--- src/rtl/control_sequencer_if.sv ---
// Control bundle of the microcoded CPU sequencer: instruction/flag/mode
// inputs toward the sequencer and the decoded control lines back out.
interface control_sequencer_if;
  logic       prog_mode;
  logic [3:0] opcode;
  logic       carry_flag;
  logic       zero_flag;
  logic       mi_n;
  logic       ro_n;
  logic       ii_n;
  logic       io_n;
  logic       ai_n;
  logic       ao_n;
  logic       eo_n;
  logic       bi_n;
  logic       oi_n;
  logic       co_n;
  logic       j_n;
  logic       fi_n;
  logic       ri;
  logic       su;
  logic       ce;
  logic       hlt;
  logic [2:0] step;

  modport master (
    input  prog_mode, opcode, carry_flag, zero_flag,
    output mi_n, ro_n, ii_n, io_n, ai_n, ao_n, eo_n, bi_n, oi_n, co_n, j_n, fi_n,
    output ri, su, ce, hlt, step
  );

  modport slave (
    output prog_mode, opcode, carry_flag, zero_flag,
    input  mi_n, ro_n, ii_n, io_n, ai_n, ao_n, eo_n, bi_n, oi_n, co_n, j_n, fi_n,
    input  ri, su, ce, hlt, step
  );
endinterface

--- src/rtl/control_sequencer.sv ---
// Five-step microinstruction sequencer. A step counter walks T0..T4 and the
// control lines are a purely combinational decode of the current step, the
// live opcode/flags, the halt latch and the run/program switch.
module control_sequencer (
  input  logic                clk,
  input  logic                clr,
  control_sequencer_if.master bus
);

  typedef enum logic [2:0] {
    T0 = 3'd0,
    T1 = 3'd1,
    T2 = 3'd2,
    T3 = 3'd3,
    T4 = 3'd4
  } step_e;

  localparam logic [3:0] OP_LDA = 4'h1;
  localparam logic [3:0] OP_ADD = 4'h2;
  localparam logic [3:0] OP_SUB = 4'h3;
  localparam logic [3:0] OP_STA = 4'h4;
  localparam logic [3:0] OP_LDI = 4'h5;
  localparam logic [3:0] OP_JMP = 4'h6;
  localparam logic [3:0] OP_JC  = 4'h7;
  localparam logic [3:0] OP_JZ  = 4'h8;
  localparam logic [3:0] OP_OUT = 4'hE;
  localparam logic [3:0] OP_HLT = 4'hF;

  step_e step_q, step_d;
  logic  halt_q, halt_d;

  // Internal active-high control strobes, inverted at the port where needed
  logic c_mi, c_ro, c_ii, c_io, c_ai, c_ao, c_eo, c_bi, c_oi, c_co, c_j, c_fi;
  logic c_ri, c_su, c_ce, c_hlt;

  // State register: clr clears step and halt latch without waiting for clk
  always_ff @(posedge clk or posedge clr) begin
    if (clr) begin
      step_q <= T0;
      halt_q <= 1'b0;
    end else begin
      step_q <= step_d;
      halt_q <= halt_d;
    end
  end

  // Next state: halt freezes at T3, program mode parks at T0, else advance
  always_comb begin
    step_d = step_q;
    halt_d = halt_q;
    if (halt_q) begin
      step_d = T3;
    end else if (!bus.prog_mode) begin
      step_d = T0;
    end else begin
      case (step_q)
        T0: step_d = T1;
        T1: step_d = T2;
        T2: begin
          step_d = T3;
          if (bus.opcode == OP_HLT) halt_d = 1'b1;
        end
        T3: step_d = T4;
        T4: step_d = T0;
        default: step_d = T0;
      endcase
    end
  end

  // Control decode; everything idle while clearing, halted or programming
  always_comb begin
    c_mi  = 1'b0;
    c_ro  = 1'b0;
    c_ii  = 1'b0;
    c_io  = 1'b0;
    c_ai  = 1'b0;
    c_ao  = 1'b0;
    c_eo  = 1'b0;
    c_bi  = 1'b0;
    c_oi  = 1'b0;
    c_co  = 1'b0;
    c_j   = 1'b0;
    c_fi  = 1'b0;
    c_ri  = 1'b0;
    c_su  = 1'b0;
    c_ce  = 1'b0;
    c_hlt = 1'b0;
    if (!clr && !halt_q && bus.prog_mode) begin
      case (step_q)
        T0: begin
          c_co = 1'b1;
          c_mi = 1'b1;
        end
        T1: begin
          c_ro = 1'b1;
          c_ii = 1'b1;
          c_ce = 1'b1;
        end
        T2: begin
          case (bus.opcode)
            OP_LDA, OP_ADD, OP_SUB, OP_STA: begin
              c_io = 1'b1;
              c_mi = 1'b1;
            end
            OP_LDI: begin
              c_io = 1'b1;
              c_ai = 1'b1;
            end
            OP_JMP: begin
              c_io = 1'b1;
              c_j  = 1'b1;
            end
            OP_JC: begin
              c_io = bus.carry_flag;
              c_j  = bus.carry_flag;
            end
            OP_JZ: begin
              c_io = bus.zero_flag;
              c_j  = bus.zero_flag;
            end
            OP_OUT: begin
              c_ao = 1'b1;
              c_oi = 1'b1;
            end
            OP_HLT: c_hlt = 1'b1;
            default: ;
          endcase
        end
        T3: begin
          case (bus.opcode)
            OP_LDA: begin
              c_ro = 1'b1;
              c_ai = 1'b1;
            end
            OP_ADD, OP_SUB: begin
              c_ro = 1'b1;
              c_bi = 1'b1;
            end
            OP_STA: begin
              c_ao = 1'b1;
              c_ri = 1'b1;
            end
            default: ;
          endcase
        end
        T4: begin
          if (bus.opcode == OP_ADD || bus.opcode == OP_SUB) begin
            c_eo = 1'b1;
            c_ai = 1'b1;
            c_fi = 1'b1;
            c_su = (bus.opcode == OP_SUB);
          end
        end
        default: ;
      endcase
    end
  end

  assign bus.mi_n = ~c_mi;
  assign bus.ro_n = ~c_ro;
  assign bus.ii_n = ~c_ii;
  assign bus.io_n = ~c_io;
  assign bus.ai_n = ~c_ai;
  assign bus.ao_n = ~c_ao;
  assign bus.eo_n = ~c_eo;
  assign bus.bi_n = ~c_bi;
  assign bus.oi_n = ~c_oi;
  assign bus.co_n = ~c_co;
  assign bus.j_n  = ~c_j;
  assign bus.fi_n = ~c_fi;
  assign bus.ri   = c_ri;
  assign bus.su   = c_su;
  assign bus.ce   = c_ce;
  assign bus.hlt  = halt_q | c_hlt;
  assign bus.step = step_q;

endmodule

--- src/flat_wrapper.sv ---
// flat-port wrapper written by rule: the top's interface ports become plain ports
module control_sequencer_flat 
  (clk, clr, bus_prog_mode, bus_opcode, bus_carry_flag, bus_zero_flag, bus_mi_n, bus_ro_n, bus_ii_n, bus_io_n, bus_ai_n, bus_ao_n, bus_eo_n, bus_bi_n, bus_oi_n, bus_co_n, bus_j_n, bus_fi_n, bus_ri, bus_su, bus_ce, bus_hlt, bus_step);
  control_sequencer_if bus_i ();
  input  logic clk;
  input  logic clr;
  input wire logic [$bits(bus_i.prog_mode)-1:0] bus_prog_mode;
  input wire logic [$bits(bus_i.opcode)-1:0] bus_opcode;
  input wire logic [$bits(bus_i.carry_flag)-1:0] bus_carry_flag;
  input wire logic [$bits(bus_i.zero_flag)-1:0] bus_zero_flag;
  output wire logic [$bits(bus_i.mi_n)-1:0] bus_mi_n;
  output wire logic [$bits(bus_i.ro_n)-1:0] bus_ro_n;
  output wire logic [$bits(bus_i.ii_n)-1:0] bus_ii_n;
  output wire logic [$bits(bus_i.io_n)-1:0] bus_io_n;
  output wire logic [$bits(bus_i.ai_n)-1:0] bus_ai_n;
  output wire logic [$bits(bus_i.ao_n)-1:0] bus_ao_n;
  output wire logic [$bits(bus_i.eo_n)-1:0] bus_eo_n;
  output wire logic [$bits(bus_i.bi_n)-1:0] bus_bi_n;
  output wire logic [$bits(bus_i.oi_n)-1:0] bus_oi_n;
  output wire logic [$bits(bus_i.co_n)-1:0] bus_co_n;
  output wire logic [$bits(bus_i.j_n)-1:0] bus_j_n;
  output wire logic [$bits(bus_i.fi_n)-1:0] bus_fi_n;
  output wire logic [$bits(bus_i.ri)-1:0] bus_ri;
  output wire logic [$bits(bus_i.su)-1:0] bus_su;
  output wire logic [$bits(bus_i.ce)-1:0] bus_ce;
  output wire logic [$bits(bus_i.hlt)-1:0] bus_hlt;
  output wire logic [$bits(bus_i.step)-1:0] bus_step;
  assign bus_i.prog_mode = bus_prog_mode;
  assign bus_i.opcode = bus_opcode;
  assign bus_i.carry_flag = bus_carry_flag;
  assign bus_i.zero_flag = bus_zero_flag;
  assign bus_mi_n = bus_i.mi_n;
  assign bus_ro_n = bus_i.ro_n;
  assign bus_ii_n = bus_i.ii_n;
  assign bus_io_n = bus_i.io_n;
  assign bus_ai_n = bus_i.ai_n;
  assign bus_ao_n = bus_i.ao_n;
  assign bus_eo_n = bus_i.eo_n;
  assign bus_bi_n = bus_i.bi_n;
  assign bus_oi_n = bus_i.oi_n;
  assign bus_co_n = bus_i.co_n;
  assign bus_j_n = bus_i.j_n;
  assign bus_fi_n = bus_i.fi_n;
  assign bus_ri = bus_i.ri;
  assign bus_su = bus_i.su;
  assign bus_ce = bus_i.ce;
  assign bus_hlt = bus_i.hlt;
  assign bus_step = bus_i.step;
  control_sequencer u_core (.clk(clk), .clr(clr), .bus(bus_i));
endmodule
--- config.mk ---
export PLATFORM = sky130hd
export DESIGN_NAME = control_sequencer_flat
export DESIGN_NICKNAME = d
export VERILOG_FILES = /design/src/rtl/control_sequencer_if.sv /design/src/rtl/control_sequencer.sv /design/src/flat_wrapper.sv
export SDC_FILE = /design/constraint.sdc
export NUM_CORES = 1
export LEC_CHECK = 0
export CAP_MARGIN = 20
export CORE_UTILIZATION = 34
export DETAILED_ROUTE_END_ITERATION = 6
export PLACE_DENSITY = 0.75
export SLEW_MARGIN = 5
export SYNTH_ARGS = -nofsm -noshare
export SYNTH_HDL_FRONTEND = slang
export SYNTH_SLANG_ARGS = --single-unit
--- constraint.sdc ---
create_clock -name clk -period 1.35 [get_ports clk]
set_input_delay 0.3375 -clock clk [delete_from_list [all_inputs] [get_ports clk]]
set_output_delay 0.3375 -clock clk [all_outputs]
set_load 0.005 [all_outputs]
==> impl_metrics.yaml <==
critical_path:
  cp_data_required_time_ns: 1.01
  setup.worst_path.start_class: "register"
  critical_setup_path_class: "register to output pin"
  crit_path_end_kind: "output pin"
  critical_path.max_fanout: 5
  worst_r2r_startpoint: "u_core.bus.step[1]"
  worst-endpoint-arrival_ns: 1.41
  crit_path_start: "u_core.bus.step[1]"
place:
  dp_worst_setup_slack_ns: -0.976
  dpl.cell_count: 114
  gpl.final_weighted_congestion: 0.788
  final_hpwl_dp_um: 1140
  placed_cell_area_um2: 878
  numPortBuffers: 27
floorplan:
  dieArea_um2: 1670
  core_um2: 1350
  x_dimension_of_the_die_um: 40.8
  dieHeight_um: 40.8
  pin_count: 28
  placement_rows: 13
  initial_core_util_pct: 38.0
route:
  drt_first_pass_iters: 4
  via_count: 669
  via_per_inst: 5.23
  detail_route.wirelength_um: 1690
  drt_drc_violations_left: 0
  detail-route-antenna-nets: 0
  routedWlPerCell_um: 13.2
  drtIter0Drc: 14
pwr:
  leakagePower_nw: 0.484
  vdd_drop_max_uv: 973
  powerDensity_nw_per_um2: 1400
clocking:
  clock_insertion_delay_worst_skew_ns: 0.24
  inserted_clock_buffers: 3
  cts_tree: "done"
  clock-root-buffer: "clkbuf_4"
  path_clk_slew_ns: 0.04
  cts_htree_levels: 1
  clock_sinks: 4
  cts_hold_repair.buffers: 0
  clock_tree_buffer_depth: 2
global_routing:
  grt_util_all_layers_pct: 20.9
  grt_max_degree: 12
  grt_most_used_layer: "met2"
  use_met2_pct: 36.3
  gr-total-overflow: 0
  grt.met3_usage_pct: 6.52
  grt_antenna_before_repair: 0
  globalRouteMet1Util_pct: 25.6
  first_global_vias: 552
  grt_first_pass_wirelength_um: 2310
yosys:
  most_numerous_cell_in_the_yosys_netlist: "buf_2"
  most_common_flop_cell_mapped_by_yosys: "dfrtp_1"
  synth.area.top_cells: "dfrtp_1 20%, buf_2 4.9%, nor2b_1 4.9%"
  synth.top_cell.area_share_pct: 19.5
  number_of_enable_flip_flop_cells_after_synthesis: 0
  number_of_unique_standard_cell_types_used_by_synthesis: 33
  synth_seq_area_share_pct: 19.5
  synth.cells.most_frequent: "5 x buf_2, 4 x dfrtp_1, 4 x nand2_1, 4 x nor2b_1"
  synth-seq-cells: 4
  postSynth.asyncResetShare_pct: 100
  synth.cell_area_um2: 513
  syn_nets: 72
  yosys.area.top_type: "dfrtp_1"
  ys_warn_count: 0
  post_synth_inst_count: 63
  postSynthAreaPerCell_um2: 8.14
timing:
  final.setup_skew_ns: 0.00780
  layout_setup_ws_ns: -0.402
  final_min_period_over_clock_period_pct: 130
  slew_headroom_pct: 82.6
  post-route-min-period_ns: 1.75
  rsz0062_at_grt: "true"
  tightest_slew_ns: 0.259
  timing.fmax_ghz: 0.571
  hold_viol: 0
  finalSetupViolations: 16
  timing.final.max_slew_violations: 0
flow_run:
  max-cap-violations: 0
run_status:
  failed_checks: "setup timing"
  outcome: "finished, violations left"
layout:
  finish.cell_count_without_fillers: 128
  nets: 124
  antenna-diode-count: 0
  finalInstanceArea_um2: 993
  drive_above_1_share_pct: 64.6
  syn_to_final_growth_pct: 93.7
hold_path:
  hold_class: "input port to asynchronous set/reset pin"
[per-layer routing]
metal	wire, um	vias to the layer above
met4	0	0
li1	-	331
met2	828	18
met5	0	-
met3	81	0
met1	777	320
[report_power, final]
part | leakage [nW] | internal, mW | switching [mW] | total [mW]
clock | 0.0138 | 0.0994 | 0.0495 | 0.149
sequential | 0.0483 | 0.176 | 0.0803 | 0.257
combinational | 0.422 | 0.622 | 0.366 | 0.988
[cells in the final DEF (no fill, tap or decap), types with 3 or more instances in the layout]
master | netlist | layout
clkbuf_4 | 0 | 3
buf_4 | 1 | 19
buf_2 | 5 | 16
nor2_1 | 3 | 3
nor2b_4 | 1 | 3
buf_6 | 1 | 12
dlygate4sd2_1 | 0 | 4
[registers in the layout, indices dropped and copies added (netlist names)]
name,count
u_core.bus.step,3
u_core.halt_q,1
[path summary, 6_finish.rpt]
path,end,slack [ns],depth (start not counted)
worst max register to register,u_core.bus.step[1],0.08,5
worst min register to register,u_core.bus.step[0],0.67,2
min in group clk,u_core.bus.step[1],0.60,3
worst max-delay path,bus_io_n,-0.40,5
max in group asynchronous,u_core.bus.step[0],0.99,2
worst min-delay path,u_core.bus.step[1],0.18,2
[worst max-delay path, cell delays in order, from the launching register on]
cell	delay, ns
dfrtp_1	0.40
nor2b_4	0.22
and3b_2	0.25
buf_6	0.11
nand4_1	0.07
buf_2	0.13
[timing repair]
item                       in CTS  in global routing
pin swaps                      13                  3
buffers inserted               10                  2
gates resized for setup       106                  7
setup endpoints to repair      19                 19
[kinds of logic after synthesis]
| logic type | after synthesis | share of synthesized area [%] |
|---|---|---|
| AOI/OAI and AO/OA | 12 | 17.3 |
| xor gates and xnor gates | 2 | 3.42 |
| buffers and inverters | 9 | 10.0 |
| DFF | 4 | 19.5 |
| and+or+nand+nor | 36 | 49.8 |
[stage by stage]
stage               power (mW)  hold slack [ns]  utilization, %  TNS, ns
finish                    1.39            0.183            73.6    -5.18
CTS                       1.35            0.168            70.8    -5.35
global placement         0.961            0.625            65.1   -14.40
global route              1.49            0.181            73.6    -6.00
floorplan                0.624            0.104               -   -0.208
detailed placement       0.979            0.631            65.1   -14.59
[layout make-up]
type | instances | area (um2)
inverter | 2 | 7.51
sequential | 4 | 103
tap | 15 | 18.8
multi-input combinational | 50 | 415
fill | 98 | 357
timing repair buffer | 54 | 427
clock buffer | 3 | 22.5
Note: power is estimated with default switching activity, not from simulation.
